## src/rtl/shift_pkg.sv

```systemverilog
// Shared encodings for the sequential shift unit: operation codes and FSM states.
package shift_pkg;

  typedef enum logic [1:0] {
    OP_LSL = 2'b00,
    OP_LSR = 2'b01,
    OP_ASR = 2'b10,
    OP_ROR = 2'b11
  } op_e;

  typedef enum logic [1:0] {
    IDLE  = 2'b00,
    SHIFT = 2'b01,
    DONE  = 2'b10
  } state_e;

endpackage

```

## src/rtl/shift_step.sv

```systemverilog
// One combinational shift step of k bits (k >= 1 when used) in any of the four modes.
// Zero latency; no handshake, the caller sequences steps.
module shift_step
  import shift_pkg::*;
#(
  parameter int WIDTH   = 32,
  parameter int SHAMT_W = $clog2(WIDTH)
) (
  input  logic [WIDTH-1:0] t,
  input  op_e              op,
  input  logic [SHAMT_W:0] k,
  output logic [WIDTH-1:0] res,
  output logic             carry
);

  localparam logic [SHAMT_W:0] WK = (SHAMT_W + 1)'(WIDTH);

  // Extended vectors catch the last bit shifted out in the extra position.
  logic [WIDTH:0]        lsl_ext;
  logic [WIDTH:0]        lsr_ext;
  logic signed [WIDTH:0] asr_in;
  logic [WIDTH:0]        asr_ext;
  logic [WIDTH-1:0]      ror_res;

  assign lsl_ext = {1'b0, t} << k;
  assign lsr_ext = {t, 1'b0} >> k;
  assign asr_in  = {t, 1'b0};
  assign asr_ext = asr_in >>> k;
  assign ror_res = (t >> k) | (t << (WK - k));

  always_comb begin
    res   = t;
    carry = 1'b0;
    case (op)
      OP_LSL: {carry, res} = lsl_ext;
      OP_LSR: {res, carry} = lsr_ext;
      OP_ASR: {res, carry} = asr_ext;
      OP_ROR: begin
        res   = ror_res;
        carry = ror_res[WIDTH-1];
      end
      default: ;
    endcase
  end

endmodule

```

## src/rtl/seq_shift_unit.sv

```systemverilog
// Multi-cycle LSL/LSR/ASR/ROR unit shifting up to STEP bits per clock.
// Latency 1+ceil(n/STEP) cycles from accepted start to done; start ignored unless IDLE.
module seq_shift_unit
  import shift_pkg::*;
#(
  parameter int WIDTH   = 32,
  parameter int STEP    = 1,
  parameter int SHAMT_W = $clog2(WIDTH)
) (
  input  logic               clk,
  input  logic               rst_n,
  input  logic               start,
  input  logic [1:0]         op,
  input  logic [WIDTH-1:0]   Rin,
  input  logic [SHAMT_W-1:0] n,
  output logic               busy,
  output logic               done,
  output logic [WIDTH-1:0]   Rx,
  output logic               carry_out
);

  localparam logic [SHAMT_W:0] STEP_K = (SHAMT_W + 1)'(STEP);

  state_e             state_q, state_d;
  op_e                op_q, op_d;
  logic [WIDTH-1:0]   temp_q, temp_d;
  logic [WIDTH-1:0]   rx_q, rx_d;
  logic [SHAMT_W-1:0] rem_q, rem_d;
  logic               carry_q, carry_d;

  logic [SHAMT_W:0]   rem_ext;
  logic [SHAMT_W:0]   k;
  logic [WIDTH-1:0]   step_res;
  logic               step_carry;

  // STEP may equal WIDTH, so the clamp is done one bit wider than the counter.
  assign rem_ext = {1'b0, rem_q};
  assign k       = (rem_ext > STEP_K) ? STEP_K : rem_ext;

  shift_step #(
    .WIDTH  (WIDTH),
    .SHAMT_W(SHAMT_W)
  ) u_step (
    .t    (temp_q),
    .op   (op_q),
    .k    (k),
    .res  (step_res),
    .carry(step_carry)
  );

  always_comb begin
    state_d = state_q;
    op_d    = op_q;
    temp_d  = temp_q;
    rem_d   = rem_q;
    rx_d    = rx_q;
    carry_d = carry_q;
    case (state_q)
      IDLE: begin
        if (start) begin
          temp_d = Rin;
          op_d   = op_e'(op);
          rem_d  = n;
          if (n != '0) begin
            state_d = SHIFT;
          end else begin
            state_d = DONE;
            rx_d    = Rin;
            carry_d = 1'b0;
          end
        end
      end
      SHIFT: begin
        temp_d = step_res;
        rem_d  = rem_q - k[SHAMT_W-1:0];
        if (k == rem_ext) begin
          state_d = DONE;
          rx_d    = step_res;
          carry_d = step_carry;
        end
      end
      DONE:    state_d = IDLE;
      default: state_d = IDLE;
    endcase
  end

  always_ff @(posedge clk) begin
    if (!rst_n) begin
      state_q <= IDLE;
      op_q    <= OP_LSL;
      temp_q  <= '0;
      rem_q   <= '0;
      rx_q    <= '0;
      carry_q <= 1'b0;
    end else begin
      state_q <= state_d;
      op_q    <= op_d;
      temp_q  <= temp_d;
      rem_q   <= rem_d;
      rx_q    <= rx_d;
      carry_q <= carry_d;
    end
  end

  assign busy      = (state_q == SHIFT);
  assign done      = (state_q == DONE);
  assign Rx        = rx_q;
  assign carry_out = carry_q;

endmodule

```

## config.mk

```make
export PLATFORM = sky130hd
export DESIGN_NAME = seq_shift_unit
export DESIGN_NICKNAME = d
export VERILOG_FILES = /design/src/rtl/shift_pkg.sv /design/src/rtl/shift_step.sv /design/src/rtl/seq_shift_unit.sv
export SDC_FILE = /design/constraint.sdc
export NUM_CORES = 1
export LEC_CHECK = 0
export ABC_CLOCK_PERIOD_IN_PS = 2400
export BUFFER_PORTS_ARGS = -buffer_cell sky130_fd_sc_hd__buf_2
export CORE_UTILIZATION = 51
export CTS_CLUSTER_SIZE = 24
export DETAILED_ROUTE_END_ITERATION = 8
export GPL_ROUTABILITY_DRIVEN = 0
export PLACE_DENSITY = 0.77
export SLEW_MARGIN = 20
export SYNTH_ARGS = -nofsm -noshare
export SYNTH_HDL_FRONTEND = slang
export SYNTH_SLANG_ARGS = --single-unit
```

## constraint.sdc

```tcl
create_clock -name clk -period 2.4 [get_ports clk]
set_input_delay 0.72 -clock clk [delete_from_list [all_inputs] [get_ports clk]]
set_output_delay 0.72 -clock clk [all_outputs]
set_load 0.02 [all_outputs]
```

Word level (Yosys, flattened, before mapping)
Index checks and enable logic that the tools add are counted.
{ "totals": {"regBits": 74, "latchBits": 0, "mem_bits_rw": 0, "romBits": 0, "input_bits": 42, "output_inout_bits": 35, "wordCells": 51, "mem_count": 0} }
{ "op_classes": {"add_sub_neg": 2, "multipliers": 0, "div": 0, "order_cmp": 1, "n_eq_ne": 9, "shifts": 5, "mux": 19, "bitwise_logic": 1, "n_reduce_logical": 8} }
{ "ops": {"columns": ["cell", "n"], "rows": [
  ["$mux 32", 4],
  ["$pmux 32 s2", 2],
  ["$pmux 32 s4", 1],
  ["$shl 32x5->33", 1],
  ["$shr 33x5->33", 1],
  ["$sshr 33x5->33", 1],
  ["$or 32x32->32", 1],
  ["$shl 32x6->32", 1],
  ["$shr 32x5->32", 1],
  ["$mux 5", 2],
  ["$pmux 5 s2", 1],
  ["$eq 2x2->1 const B", 3],
  ["$mux 2", 3],
  ["$reduce_and 2->1", 3],
  ["$sub 6x5->6 const A", 1],
  ["$eq 5x5->1", 1],
  ["$gt 5x1->1 const B", 1],
  ["$reduce_bool 5->1", 1],
  ["$sub 5x5->5", 1],
  ["$eq 2x1->1 const B", 2],
  ["$logic_not 2->1", 2],
  ["$ne 2x2->1 const B", 2],
  ["$pmux 1 s4", 1],
  ["$pmux 2 s2", 1],
  ["5 further kinds", 7]
]} }

Logic depth before layout (Yosys ltp)
{ "logic_depth": {"word_depth": 8, "mapped_depth": 13, "depth_no_buf": 9} }

By module
From an unflattened synthesis, not the netlist that was laid out.
{ "hier_totals": {"hier_cells": 1211, "area_unflattened_um2": 10289.9} }
{ "modules_own_cells": {"columns": ["mod", "n_inst", "cells_per_inst", "area_each_um2", "seq_area_each_um2"], "rows": [
  ["shift_step", 1, 848, 6742.7, 0.0],
  ["seq_shift_unit", 1, 363, 3547.2, 1481.4]
]} }

Worst setup path after synthesis
OpenSTA, ideal clock, no wires.
{ "synth_timing": {"kind": "register to register", "start": "reg rem_q[2]", "end": "reg rx_q[21] (netlist: Rx[21])", "arrival_ns": 2.554, "setup_slack_ns": -0.224, "path_stages_with_launch": 14, "n_path_buf": 4, "synth_period_minus_slack_ns": 2.624, "path_cell_list": "dfxtp_1 buf_2 nor4_4 nand2_1 inv_2 ha_1 clkbuf_1 and3_1 buf_2 buf_1 a211oi_1 o21ai_0 o211ai_1 a21oi_1"} }
{ "synth_via": {"elab_chain_len": 8, "word_cells_on_any_way": 15, "classes_between": "1 x add/sub; 1 x order compare; 2 x eq/ne; 5 x shift; 4 x mux; 1 x bitwise; 1 x reduce/logical"} }
{ "synth_lines": {"columns": ["element", "line_no", "text"], "rows": [
  ["from (decl)", "seq_shift_unit.sv:28", "logic [SHAMT_W-1:0] rem_q, rem_d;"],
  ["from (signal assigned)", "seq_shift_unit.sv:99", "rem_q <= rem_d;"],
  ["$gt 5x1->1", "seq_shift_unit.sv:38", "assign k = (rem_ext > STEP_K) ? STEP_K : rem_ext;"],
  ["$mux 5", "seq_shift_unit.sv:38", null],
  ["$sub 6x5->6", "shift_step.sv:29", "assign ror_res = (t >> k) | (t << (WK - k));"],
  ["$shl 32x6->32", "shift_step.sv:29", null],
  ["$or 32x32->32", "shift_step.sv:29", null],
  ["$pmux 32 s4", "shift_step.sv:34", "case (op)"],
  ["$mux 32", "seq_shift_unit.sv:76", "if (k == rem_ext) begin"],
  ["$pmux 32 s2", "seq_shift_unit.sv:58", "case (state_q)"],
  ["to (signal assigned)", "seq_shift_unit.sv:100", "rx_q <= rx_d;"],
  ["to (decl)", "seq_shift_unit.sv:27", "logic [WIDTH-1:0] rx_q, rx_d;"]
]} }
Several ways; a longest one is shown, not always the timed one. The select of a mux whose other input is x is not followed.
A chain may end at the register's enable or synchronous reset.

Final worst setup path
{ "layout_timing": {"start": "reg rem_q[2]", "end": "reg temp_q[27]"} }
{ "layout_via": {"elab_chain_len": 7, "word_cells_on_any_way": 11, "classes_between": "1 x add/sub; 1 x order compare; 5 x shift; 3 x mux; 1 x bitwise"} }
{ "layout_lines": {"columns": ["element", "line_no", "text"], "rows": [
  ["$gt 5x1->1", "seq_shift_unit.sv:38", null],
  ["$mux 5 (*)", "seq_shift_unit.sv:38", null],
  ["$sub 6x5->6", "shift_step.sv:29", null],
  ["$shl 32x6->32", "shift_step.sv:29", null],
  ["$or 32x32->32", "shift_step.sv:29", null],
  ["$pmux 32 s4 (*)", "shift_step.sv:34", null],
  ["$pmux 32 s2 (*)", "seq_shift_unit.sv:58", null],
  ["to (signal assigned)", "seq_shift_unit.sv:98", "temp_q <= temp_d;"],
  ["to (decl)", "seq_shift_unit.sv:26", "logic [WIDTH-1:0] temp_q, temp_d;"]
]} }
Every way passes the cells marked *; elsewhere a longest branch is shown, timed or not.

==> results.rst <==
.. list-table::
   :header-rows: 1

   * - Metric
     - Value
   * - Outcome
     - completed
   * - Clock latency on the worst-skew pair
     - 0.37 ns
   * - Post-layout total power
     - 4.12 mW
   * - Summed instance area of the synthesized netlist
     - 0.00436 mm²
   * - Commonest register cell after synthesis
     - dfxtp_1
   * - Sequential area share after synthesis
     - 34.0%
   * - Setup violation total in the final timing report
     - 0
   * - Maximum level of the CTS H-tree
     - 3
   * - Routed wire length
     - 13200 µm
   * - Psw
     - 1.61 mW
   * - Maximum clock frequency
     - 436 MHz
   * - Post-detailed-route count of antenna-violating nets
     - 0
   * - Proportion of netlist area held by the largest area contributor
     - 34.0%
   * - Top post-synthesis cells by area
     - dfxtp_1 (34%), a21oi_1 (7.1%), nand2_1 (5.9%)
   * - Fraction of final layout cells sized beyond drive strength 1
     - 26.7%
   * - Clock tree from TritonCTS
     - yes
   * - Clock buffer count from CTS
     - 9
   * - Fin Hold WS
     - 0.456 ns
   * - First-pass GRT wire length
     - 20800 µm
   * - Reg2Reg Setup Slack
     - 0.11 ns
   * - CTS Hold Buffers Added
     - 0
   * - Cell-by-cell trace of the critical path
     - nor4_4 -> nand2_1 -> inv_2 -> ha_4 -> buf_6 -> mux2_2 -> nand2_1 -> a311oi_2 -> a21oi_1 -> a211oi_1
   * - Switching share of power
     - 39.1%
   * - CTS sink cnt
     - 74
   * - Starting Density
     - 52.8%
   * - Grt total ovfl
     - 0
   * - Synth warnings
     - 0
   * - Setup repair after global routing missed its margin
     - yes
   * - Category of the worst setup path capture point
     - register
   * - Core Rows
     - 33
   * - Total I/O pin count
     - 77
   * - Max_cap viols
     - 0
   * - Die area
     - 0.00892 mm²
   * - Worst path required time
     - 2.67 ns
   * - Synthesized Nets
     - 622
   * - Number of synthesized flops with an enable pin
     - 0
   * - Clock transition at the register clock pins on the worst setup and hold paths after CTS
     - 0.09 ns
   * - Synthesized area per cell
     - 7.54 µm²
   * - Antenna violations before repair
     - 0
   * - Share of total power in combinational logic
     - 38.2%
   * - Kind of cell adding the most delay to the critical path
     - compound AO/OA/AOI/OAI gates
   * - Static leakage
     - 2.00 nW
   * - DR pass1 iterations
     - 5
   * - Class of the tightest hold or removal check
     - register to register
   * - Path type of the worst setup path
     - register to register
   * - CP max stage cell
     - dfxtp_2
   * - CTS Buffer Depth
     - 2
   * - Total vias in the final route
     - 4820
   * - Crit path largest cell delay
     - 0.37 ns
   * - Count of mapped cells out of synthesis
     - 578
   * - Final critical-path required period
     - 2.29 ns
   * - Crit-path most repeated cell
     - nand2_1
   * - Number of remaining DRC errors
     - 0
   * - Count of inserted antenna diode cells
     - 0
   * - Internal power consumption
     - 2.51 mW
   * - Die span in y
     - 94.4 µm
   * - Startpoint kind of the worst setup timing path
     - register
   * - Crit Path Max Fanout
     - 13
   * - Overall fraction of global-route tracks in use
     - 29.4%
   * - Number of DRC markers in iteration 0
     - 604
   * - Number of storage elements in the synthesis netlist
     - 74
   * - Final hold violation count
     - 0
   * - Max IR drop VDD
     - 0.398 mV
   * - Number of I/O port buffers
     - 76
   * - Number of pins exceeding their max-slew limit in the final report
     - 0
   * - Final period utilization
     - 95.6%
   * - Pwr dens
     - 779 mW/mm²
   * - Final net count
     - 680
   * - DPL Wire Length
     - 8590 µm
   * - Netlist cell types
     - 50
   * - Final clock skew
     - 0.0124 ns
   * - Clock network fraction of design power
     - 24.0%
   * - Relative contribution of sequential cells to total power
     - 37.8%
   * - Number of buffers and inverters on the critical path
     - 2
   * - Cell at the root of the clock tree
     - clkbuf_8
   * - Cell type with the highest aggregate area in the netlist
     - dfxtp_1
   * - Fraction of registers with async set or reset after synthesis
     - 0%
   * - Area added between synthesis and finish
     - 21.5%
   * - Number of global-route vias before repair
     - 4281
   * - Drt wl/cell
     - 17.7 µm
   * - Maximum number of pins on one net before global-route repair
     - 60
   * - Horizontal extent of the die
     - 94.4 µm
   * - Routed via count divided by cell count
     - 6.46
   * - Core Box Area
     - 0.00826 mm²
   * - CP arrival
     - 2.56 ns
## cells in the final DEF (no fill, tap or decap), drive strengths merged, types with 3 or more instances in the layout
cell type / instances
a21oi: 62
nand2: 69
buf: 108
or2: 3
a211o: 3
o22ai: 11
clkbuf: 11
a221oi: 6
nand3: 23
a211oi: 34
o21ai: 36
nor2b: 3
mux2i: 9
nor2: 47
dfxtp: 74
a311oi: 11
mux2: 18
nor3: 17
nand2b: 5
o211ai: 25
a31oi: 20
clkinvlp: 3
inv: 8
## cell type report
cell class,count,area (µm²)
clock buffers,10,128
clock inverters,6,66.3
fillers,745,2970
inverters,8,30.0
multi-input cells,434,2730
flip-flops and latches,74,1490
well taps,105,131
repair buffers,109,724
## power by group through the flow
stage,sequential (mW),clock [mW],combinational (mW)
after CTS,1.54,0.992,1.44
after global routing,1.57,1.05,1.71
after detailed placement,1.57,0,1.43
final,1.56,0.989,1.57
after global placement,1.56,0,1.39
after floorplan,1.56,0,1.03
## worst register-to-register path, cell delays in order (launching register included)
cell and delay, ns:
dfxtp_2 0.37, nor4_4 0.29, nand2_1 0.12, inv_2 0.09, ha_4 0.25, buf_6 0.17, mux2_2 0.23, nand2_1 0.06
a311oi_2 0.26, a21oi_1 0.10, a211oi_1 0.27
## timing repair
item                                    in CTS  in global routing
resized for setup                            1                 21
pin swaps                                    0                 12
endpoints found under the setup margin      24                 40
gates cloned                                 0                  1
setup buffers                                0                  6
## per-stage QoR
stage	std cells	util, %	setup slack (ns)	cell area [µm²]	setup TNS, ns
finish	746	64.1	0.106	5290	0
floorplan	578	-	-0.00535	4400	-0.0247
global route	746	64.1	-0.0580	5290	-0.181
global placement	723	59.8	0.0584	4930	0
CTS	739	62.2	0.0389	5130	0
detailed placement	723	59.8	-0.0562	4930	-0.653
## per-layer routing
metal / GRT usage [%] / part of all wire, % / vias up
li1: - / - / 2260
met5: 0 / 0 / -
met2: 45.6 / 46 / 280
met4: 11.4 / 2.0 / 0
met3: 6.12 / 8.9 / 33
met1: 39.8 / 43 / 2247
## synth_stat cells (all sizes together), types with 2 or more instances
master and n:
nand2b 5, o21ai 36, a31oi 20, ha 2, nand4 2, clkbuf 44, nand3 23, a21oi 62
a221oi 6, or2 3, o22ai 11, a211o 3, nor2 47, or4 2, a311oi 11, a32oi 2
buf 18, a211oi 34, o211ai 25, dfxtp 74, mux2i 9, o41ai 2, nor2b 3, nor4 2
inv 7, nor3 17, nand4b 2, mux2 18, a21o 2, nand2 69
## registers in the layout, indices dropped and copies added (netlist names)
signal and cells:
Rx 32, temp_q 32, rem_q 5, op_q 2, state_q 2, carry_out 1
## cells by family after synthesis
group / synth area share (%)
DFF: 34.0
adders and majority gates: 0.804
muxes: 7.24
AOI/OAI and AO/OA: 32.6
and+or+nand+nor: 19.0
buffers and inverters: 6.23
other: 0.0861
## final timing paths
check	start	endpoint	cells after the start
setup / recovery	rem_q[2]	temp_q[27]	10
hold / removal	Rx[0]	Rx[0]	2
setup reg to reg	rem_q[2]	temp_q[27]	10
hold reg to reg	Rx[0]	Rx[0]	2
No activity file was read; power rests on OpenSTA's default activity.
